===== config.mk =====
export PLATFORM = sky130hd
export DESIGN_NAME = branch_resolve_unit
export DESIGN_NICKNAME = d
export VERILOG_FILES = /design/src/rtl/branch_pkg.sv /design/src/rtl/branch_history_table.sv /design/src/rtl/branch_resolve_unit.sv
export SDC_FILE = /design/constraint.sdc
export NUM_CORES = 1
export LEC_CHECK = 0
export CAP_MARGIN = 10
export CORE_MARGIN = 3
export CORE_UTILIZATION = 40
export DETAILED_ROUTE_END_ITERATION = 10
export GPL_TIMING_DRIVEN = 0
export PLACE_DENSITY = 0.65
export SLEW_MARGIN = 25
export SYNTH_ARGS = -nofsm -noshare
export SYNTH_HDL_FRONTEND = slang
export SYNTH_HIERARCHICAL = 1
export SYNTH_SLANG_ARGS = --single-unit

===== constraint.sdc =====
create_clock -name CLK -period 5.9 [get_ports CLK]
set_input_delay 1.77 -clock CLK [delete_from_list [all_inputs] [get_ports CLK]]
set_output_delay 1.77 -clock CLK [all_outputs]
set_load 0.1 [all_outputs]

===== src/rtl/branch_pkg.sv =====
// rtl/branch_pkg.sv - shared branch-resolution constants and BHT index function
// Contents:
//   SNT/WNT/WT/STK  2-bit saturating counter encodings
//   INSTR_BYTES     instruction size in bytes (fallthrough step)
//   bht_index()     PC + table depth -> BHT index, shared by fetch lookup and EX update
package branch_pkg;

  localparam logic [1:0] SNT = 2'b00;
  localparam logic [1:0] WNT = 2'b01;
  localparam logic [1:0] WT  = 2'b10;
  localparam logic [1:0] STK = 2'b11;

  localparam int unsigned INSTR_BYTES = 4;
  localparam int unsigned INSTR_SHIFT = $clog2(INSTR_BYTES);

  // Drops the byte offset inside an instruction, then keeps log2(depth) bits.
  // depth must be a power of two.
  function automatic int unsigned bht_index(input logic [63:0] pc, input int unsigned depth);
    logic [63:0] mask;
    mask = 64'(depth) - 64'd1;
    return 32'((pc >> INSTR_SHIFT) & mask);
  endfunction

endpackage


===== src/rtl/branch_history_table.sv =====
// rtl/branch_history_table.sv - 2-bit saturating branch history table
// Ports:
//   clk, rst          clock, synchronous active-high reset (all entries -> WNT)
//   rd_idx, rd_taken  combinational read port, rd_taken = counter[1] (pre-update value)
//   wr_en, wr_idx     synchronous update strobe and index
//   wr_taken          1: count up toward STK, 0: count down toward SNT
module branch_history_table
  import branch_pkg::*;
#(
  parameter int unsigned DEPTH = 64,
  localparam int unsigned IDX_W = $clog2(DEPTH)
) (
  input  logic             clk,
  input  logic             rst,
  input  logic [IDX_W-1:0] rd_idx,
  output logic             rd_taken,
  input  logic             wr_en,
  input  logic [IDX_W-1:0] wr_idx,
  input  logic             wr_taken
);

  logic [1:0] ctr_q [DEPTH];

  always_ff @(posedge clk) begin
    if (rst) begin
      for (int i = 0; i < int'(DEPTH); i++) begin
        ctr_q[i] <= WNT;
      end
    end else if (wr_en) begin
      if (wr_taken) begin
        if (ctr_q[wr_idx] != STK) begin
          ctr_q[wr_idx] <= ctr_q[wr_idx] + 2'd1;
        end
      end else begin
        if (ctr_q[wr_idx] != SNT) begin
          ctr_q[wr_idx] <= ctr_q[wr_idx] - 2'd1;
        end
      end
    end
  end

  // Reads the registered array, so a same-cycle write to rd_idx is not seen
  // until the next cycle.
  assign rd_taken = ctr_q[rd_idx][1];

endmodule


===== src/rtl/branch_resolve_unit.sv =====
// rtl/branch_resolve_unit.sv - EX-stage branch resolution, redirect/flush and BHT owner
// Optional feature macro: BRANCH_STATS_EN (resolved / mispredicted branch counters)
// Ports:
//   CLK, RST                    clock, synchronous active-high reset
//   STALL                       blocks resolution and BHT update
//   BR_VALID, BR_PC, BR_OFFSET  branch in EX, its PC and sign-extended immediate
//   COMP_OUT                    comparator outcome (1 = taken)
//   PRED_TAKEN, PRED_TARGET     fetch-time prediction for this branch
//   FETCH_PC, FETCH_PRED_TAKEN  BHT lookup address and its taken prediction
//   REDIRECT, REDIRECT_PC       one-cycle redirect pulse and corrected PC
//   FLUSH                       one-cycle squash of IF/ID and the EX slot
//   BR_COUNT, MISPRED_COUNT     saturating statistics, 0 when BRANCH_STATS_EN is undefined
module branch_resolve_unit
  import branch_pkg::*;
#(
  parameter int unsigned ADDR_WIDTH = 32,
  parameter int unsigned BHT_DEPTH  = 64
) (
  input  logic                  CLK,
  input  logic                  RST,
  input  logic                  STALL,
  input  logic                  BR_VALID,
  input  logic [ADDR_WIDTH-1:0] BR_PC,
  input  logic [31:0]           BR_OFFSET,
  input  logic                  COMP_OUT,
  input  logic                  PRED_TAKEN,
  input  logic [ADDR_WIDTH-1:0] PRED_TARGET,
  input  logic [ADDR_WIDTH-1:0] FETCH_PC,
  output logic                  FETCH_PRED_TAKEN,
  output logic                  REDIRECT,
  output logic [ADDR_WIDTH-1:0] REDIRECT_PC,
  output logic                  FLUSH,
  output logic [31:0]           BR_COUNT,
  output logic [31:0]           MISPRED_COUNT
);

  localparam int unsigned IDX_W = $clog2(BHT_DEPTH);

  logic                  redirect_q;
  logic [ADDR_WIDTH-1:0] redirect_pc_q;

  logic                  resolve;
  logic                  taken;
  logic                  mispred;
  logic [ADDR_WIDTH-1:0] offset_ext;
  logic [ADDR_WIDTH-1:0] target;
  logic [ADDR_WIDTH-1:0] fallthrough;
  logic [IDX_W-1:0]      fetch_idx;
  logic [IDX_W-1:0]      br_idx;

  // A branch sitting in EX while FLUSH is high is itself being squashed.
  assign resolve = BR_VALID & ~STALL & ~redirect_q;
  assign taken   = COMP_OUT;

  // Sign-extend (or truncate) the 32-bit immediate to the address width;
  // sums wrap modulo 2^ADDR_WIDTH.
  assign offset_ext  = ADDR_WIDTH'($signed(BR_OFFSET));
  assign target      = BR_PC + offset_ext;
  assign fallthrough = BR_PC + ADDR_WIDTH'(INSTR_BYTES);

  assign mispred = (taken != PRED_TAKEN) | (taken & (PRED_TARGET != target));

  always_ff @(posedge CLK) begin
    if (RST) begin
      redirect_q    <= 1'b0;
      redirect_pc_q <= '0;
    end else begin
      // Pulse never stretches: recomputed every cycle, and the shadow gate in
      // resolve forces it low the cycle after it fires.
      redirect_q <= resolve & mispred;
      if (resolve & mispred) begin
        redirect_pc_q <= taken ? target : fallthrough;
      end
    end
  end

  assign REDIRECT    = redirect_q;
  assign FLUSH       = redirect_q;
  assign REDIRECT_PC = redirect_pc_q;

  assign fetch_idx = IDX_W'(bht_index(64'(FETCH_PC), BHT_DEPTH));
  assign br_idx    = IDX_W'(bht_index(64'(BR_PC), BHT_DEPTH));

  branch_history_table #(
    .DEPTH (BHT_DEPTH)
  ) u_bht (
    .clk      (CLK),
    .rst      (RST),
    .rd_idx   (fetch_idx),
    .rd_taken (FETCH_PRED_TAKEN),
    .wr_en    (resolve),
    .wr_idx   (br_idx),
    .wr_taken (taken)
  );

`ifdef BRANCH_STATS_EN
  logic [31:0] br_count_q;
  logic [31:0] mispred_count_q;

  always_ff @(posedge CLK) begin
    if (RST) begin
      br_count_q      <= '0;
      mispred_count_q <= '0;
    end else if (resolve) begin
      if (br_count_q != 32'hFFFF_FFFF) begin
        br_count_q <= br_count_q + 32'd1;
      end
      if (mispred && (mispred_count_q != 32'hFFFF_FFFF)) begin
        mispred_count_q <= mispred_count_q + 32'd1;
      end
    end
  end

  assign BR_COUNT      = br_count_q;
  assign MISPRED_COUNT = mispred_count_q;
`else
  assign BR_COUNT      = 32'd0;
  assign MISPRED_COUNT = 32'd0;
`endif

endmodule


==> flow_summary.toml <==
[critical_path]
regToRegSetupSlack_ns = 2.30
critical_path.endpoint_type = "output pin"
critical_path.startpoint = "FETCH_PC[3]"
timing.rr.start = "u_bht/ctr_q[4][1]"
arrival_time_of_data_at_the_critical_path_endpoint_ns = 4.11
path_cells = "clkbuf_2 -> clkbuf_2 -> mux4_2 -> mux4_2 -> mux4_2 -> buf_4"
cpMostUsedCell = "sky130_fd_sc_hd__mux4_2"
worst_r2r_endpoint = "u_bht/ctr_q[16][0]"
crit_path_top_delay_cell = "sky130_fd_sc_hd__mux4_2"
timing_worst_setup_path_type = "in2out"
worstPathMaxFanout = 10
ff2ff_path_depth = 9
critPathLaunchType = "input port"
critPathMaxStageDelay_ns = 0.51
worst-endpoint-required_ns = 4.13

[logic_synthesis]
synth-seq-cells = 161
synth_flop_cell = "sky130_fd_sc_hd__edfxtp_1"
synth_area_um2 = 14000
synth_edf_count = 128
post_synth_inst_count = 1595
yosys_warnings = 6
synth.avg_cell_area_um2 = 8.76
synth.lib_cells_used.distinct = 95
ys_async_sr_fraction_pct = 0
synth_sequential_area_ratio_pct = 32.2

[timing]
setup-tns-final_ns = 0
timing_max_transition_violations_final = 0
rsz0062_at_grt = "no"
period_utilization_pct = 99.7
worst_slew_margin_rel_pct = 23.7
period_needed_ns = 5.88
max_clock_freq_mhz = 170
fin_worst_hold_slack_ns = 0.475
finalSetupViolCount = 0
finalWorstSetupSlack_ns = 0.0205
finalHoldViolCount = 0
max_slew.worst_pin.slew_ns = 1.14
worst_clock_skew_ns = 0.0175

[layout]
post-route-util_pct = 49.6
synthToLayoutAreaGrowth_pct = 20.5
post-route-cell-area_um2 = 16800
final_nets = 1983
antenna_cells = 0
post_route_cells_drive_above_1_share_pct = 13.3
post_layout_nonfiller_instances = 2277
nFillCells = 3286

[route]
routed_wl_mm = 62.0
drt-wirelength-per-cell_um = 27.2
drt_iter0_markers = 2017
via_per_inst = 6.34
dr_total_vias = 14400
post_detailed_route_drc_marker_count = 0
drt_pass1_iterations = 8
final_antenna_violating_net_count = 0

[cts]
clkSinkCount = 161
clk_pin_slew_worst_paths_ns = 0.07
tritoncts = "built"
cts.root.buffer_cell = "sky130_fd_sc_hd__clkbuf_16"
insertion_delay_ns = 0.45
h-tree-depth = 4
max-clock-path-buffers = 2
number_of_buffers_inserted_during_clock_tree_synthesis = 17

[die]
fp.dieH_um = 193
core_area_um2 = 34000
initial_util_pct = 41.1
die_area_um2 = 37200
fp.dieW_um = 193
io-pin-count = 233
rows = 67

[placed_design]
number_of_i_o_port_buffers = 138
preCtsSetupSlack_ns = -1.18
hpwl_mm = 47.9
post-place-cells = 2246
place_congestion = 1.05
placedInstanceArea_um2 = 16200

[power_and_ir_drop]
total_leakage_power_nw = 5.86
total_power_draw_mw = 3.80
vdd_drop_max_mv = 0.210
power-per-cell-area_nw_per_um2 = 226

[min_path]
min_delay_worst_endpoint = "REDIRECT_PC[30]"
min-delay-start = "REDIRECT_PC[30]"
timing.hold.worst_path_depth = 2
worst_hold_path_type = "reg2reg"

[global_route]
pin_count_of_the_biggest_net_entering_global_routing = 17
antenna_found_initial = 1
global_router_s_overall_resource_usage_pct = 32.4
first_global_vias = 13300
grt.overflow.total = 0
grt_pass1_wl_mm = 88.1

[outcome]
status = "complete, no violations"

[run]
timing.max_cap.violations = 0
==> registers in the layout, summed over array words and instances, names as in the netlist <==
name and cells:
FLUSH 1, REDIRECT_PC 32, u_bht/ctr_q 128
==> worst max-delay path by stage <==
| stage | to | slack [ns] | depth (start not counted) |
|---|---|---|---|
| 2_1_floorplan | FETCH_PRED_TAKEN | 0.01 | 5 |
| 3_3_place_gp | u_bht/ctr_q[54][0] | -1.29 | 12 |
| 3_5_place_dp | FETCH_PRED_TAKEN | -1.18 | 6 |
| 4_1_cts | u_bht/ctr_q[29][0] | 0.02 | 13 |
| 5_1_grt | FETCH_PRED_TAKEN | 0.006 | 6 |
| 6_report | FETCH_PRED_TAKEN | 0.02 | 6 |
==> layer usage <==
layer / up-vias / routed length [um] / GRT usage [%]
li1: 6286 / - / -
met1: 6810 / 23400 / 42.8
met2: 1134 / 27500 / 51.1
met3: 200 / 8170 / 7.96
met4: 2 / 2880 / 12.7
met5: - / 13 / 0
==> logic make-up after synthesis <==
group	synth area share (%)
AOI/OAI and AO/OA	20.7
xor gates and xnor gates	6.11
adders and majority gates	3.01
buffers and inverters	9.47
DFF	32.2
muxes	7.36
other	0.0268
and+or+nand+nor	21.1
==> cells in the final DEF (no fill, tap or decap), drive strengths merged, types with 27 or more instances in the layout <==
| cell | instances |
|---|---|
| a21oi | 122 |
| a221o | 67 |
| buf | 133 |
| clkbuf | 99 |
| clkdlybuf4s50 | 135 |
| conb | 64 |
| dfxtp | 33 |
| edfxtp | 128 |
| ha | 32 |
| mux2i | 33 |
| mux4 | 29 |
| nand2 | 157 |
| nand3 | 113 |
| nand4 | 27 |
| nor2 | 174 |
| o21ai | 55 |
| xnor2 | 51 |
| xor2 | 31 |
==> synth_stat cells, types with 22 or more instances <==
| library cell | number | area share (%) |
|---|---|---|
| sky130_fd_sc_hd__nor2_1 | 174 | 4.7 |
| sky130_fd_sc_hd__nand2_1 | 155 | 4.2 |
| sky130_fd_sc_hd__edfxtp_1 | 128 | 28 |
| sky130_fd_sc_hd__a21oi_1 | 122 | 4.4 |
| sky130_fd_sc_hd__nand3_1 | 112 | 4.0 |
| sky130_fd_sc_hd__clkbuf_1 | 80 | 2.1 |
| sky130_fd_sc_hd__buf_4 | 74 | 4.0 |
| sky130_fd_sc_hd__a221o_1 | 67 | 4.8 |
| sky130_fd_sc_hd__xnor2_1 | 51 | 3.2 |
| sky130_fd_sc_hd__o21ai_0 | 38 | 1.4 |
| sky130_fd_sc_hd__dfxtp_1 | 33 | 4.7 |
| sky130_fd_sc_hd__mux2i_1 | 33 | 2.4 |
| sky130_fd_sc_hd__ha_1 | 32 | 2.9 |
| sky130_fd_sc_hd__xor2_1 | 31 | 1.9 |
| sky130_fd_sc_hd__mux4_2 | 29 | 4.7 |
| sky130_fd_sc_hd__buf_2 | 27 | 0.97 |
| sky130_fd_sc_hd__nand4_1 | 27 | 1.2 |
| sky130_fd_sc_hd__nand2b_1 | 22 | 0.99 |
| sky130_fd_sc_hd__o211ai_1 | 22 | 1.2 |
==> report_power, final <==
part | leakage (nW) | internal [mW] | switching (mW)
Sequential | 1.39 | 1.25 | 0.0310
Combinational | 4.18 | 0.428 | 0.957
Clock | 0.285 | 0.631 | 0.502
==> cell type report <==
class                   count  area (um2)  share of cell area [%]
plain buffers             211        1270                    7.55
clock buffers              18         429                    2.55
clock inverters            14         154                   0.914
inverters                  20        75.1                   0.446
multi-input cells        1265        8440                    50.1
flip-flops and latches    161        4500                    26.8
well taps                 448         561                    3.33
repair buffers            140        1400                    8.33
==> critical path: cells and delay by family <==
| family | cells | cell delay [ns] |
|---|---|---|
| buf+inv | 3 | 0.88 |
| mux | 3 | 1.44 |
==> timing repair <==
| action | in CTS | in global routing |
|---|---|---|
| buffers inserted | 0 | 0 |
| hold buffers | 0 | 0 |
| endpoints found under the setup margin | 127 | 221 |
| resized for setup | 19 | 12 |
(Power assumes the default switching activity.)
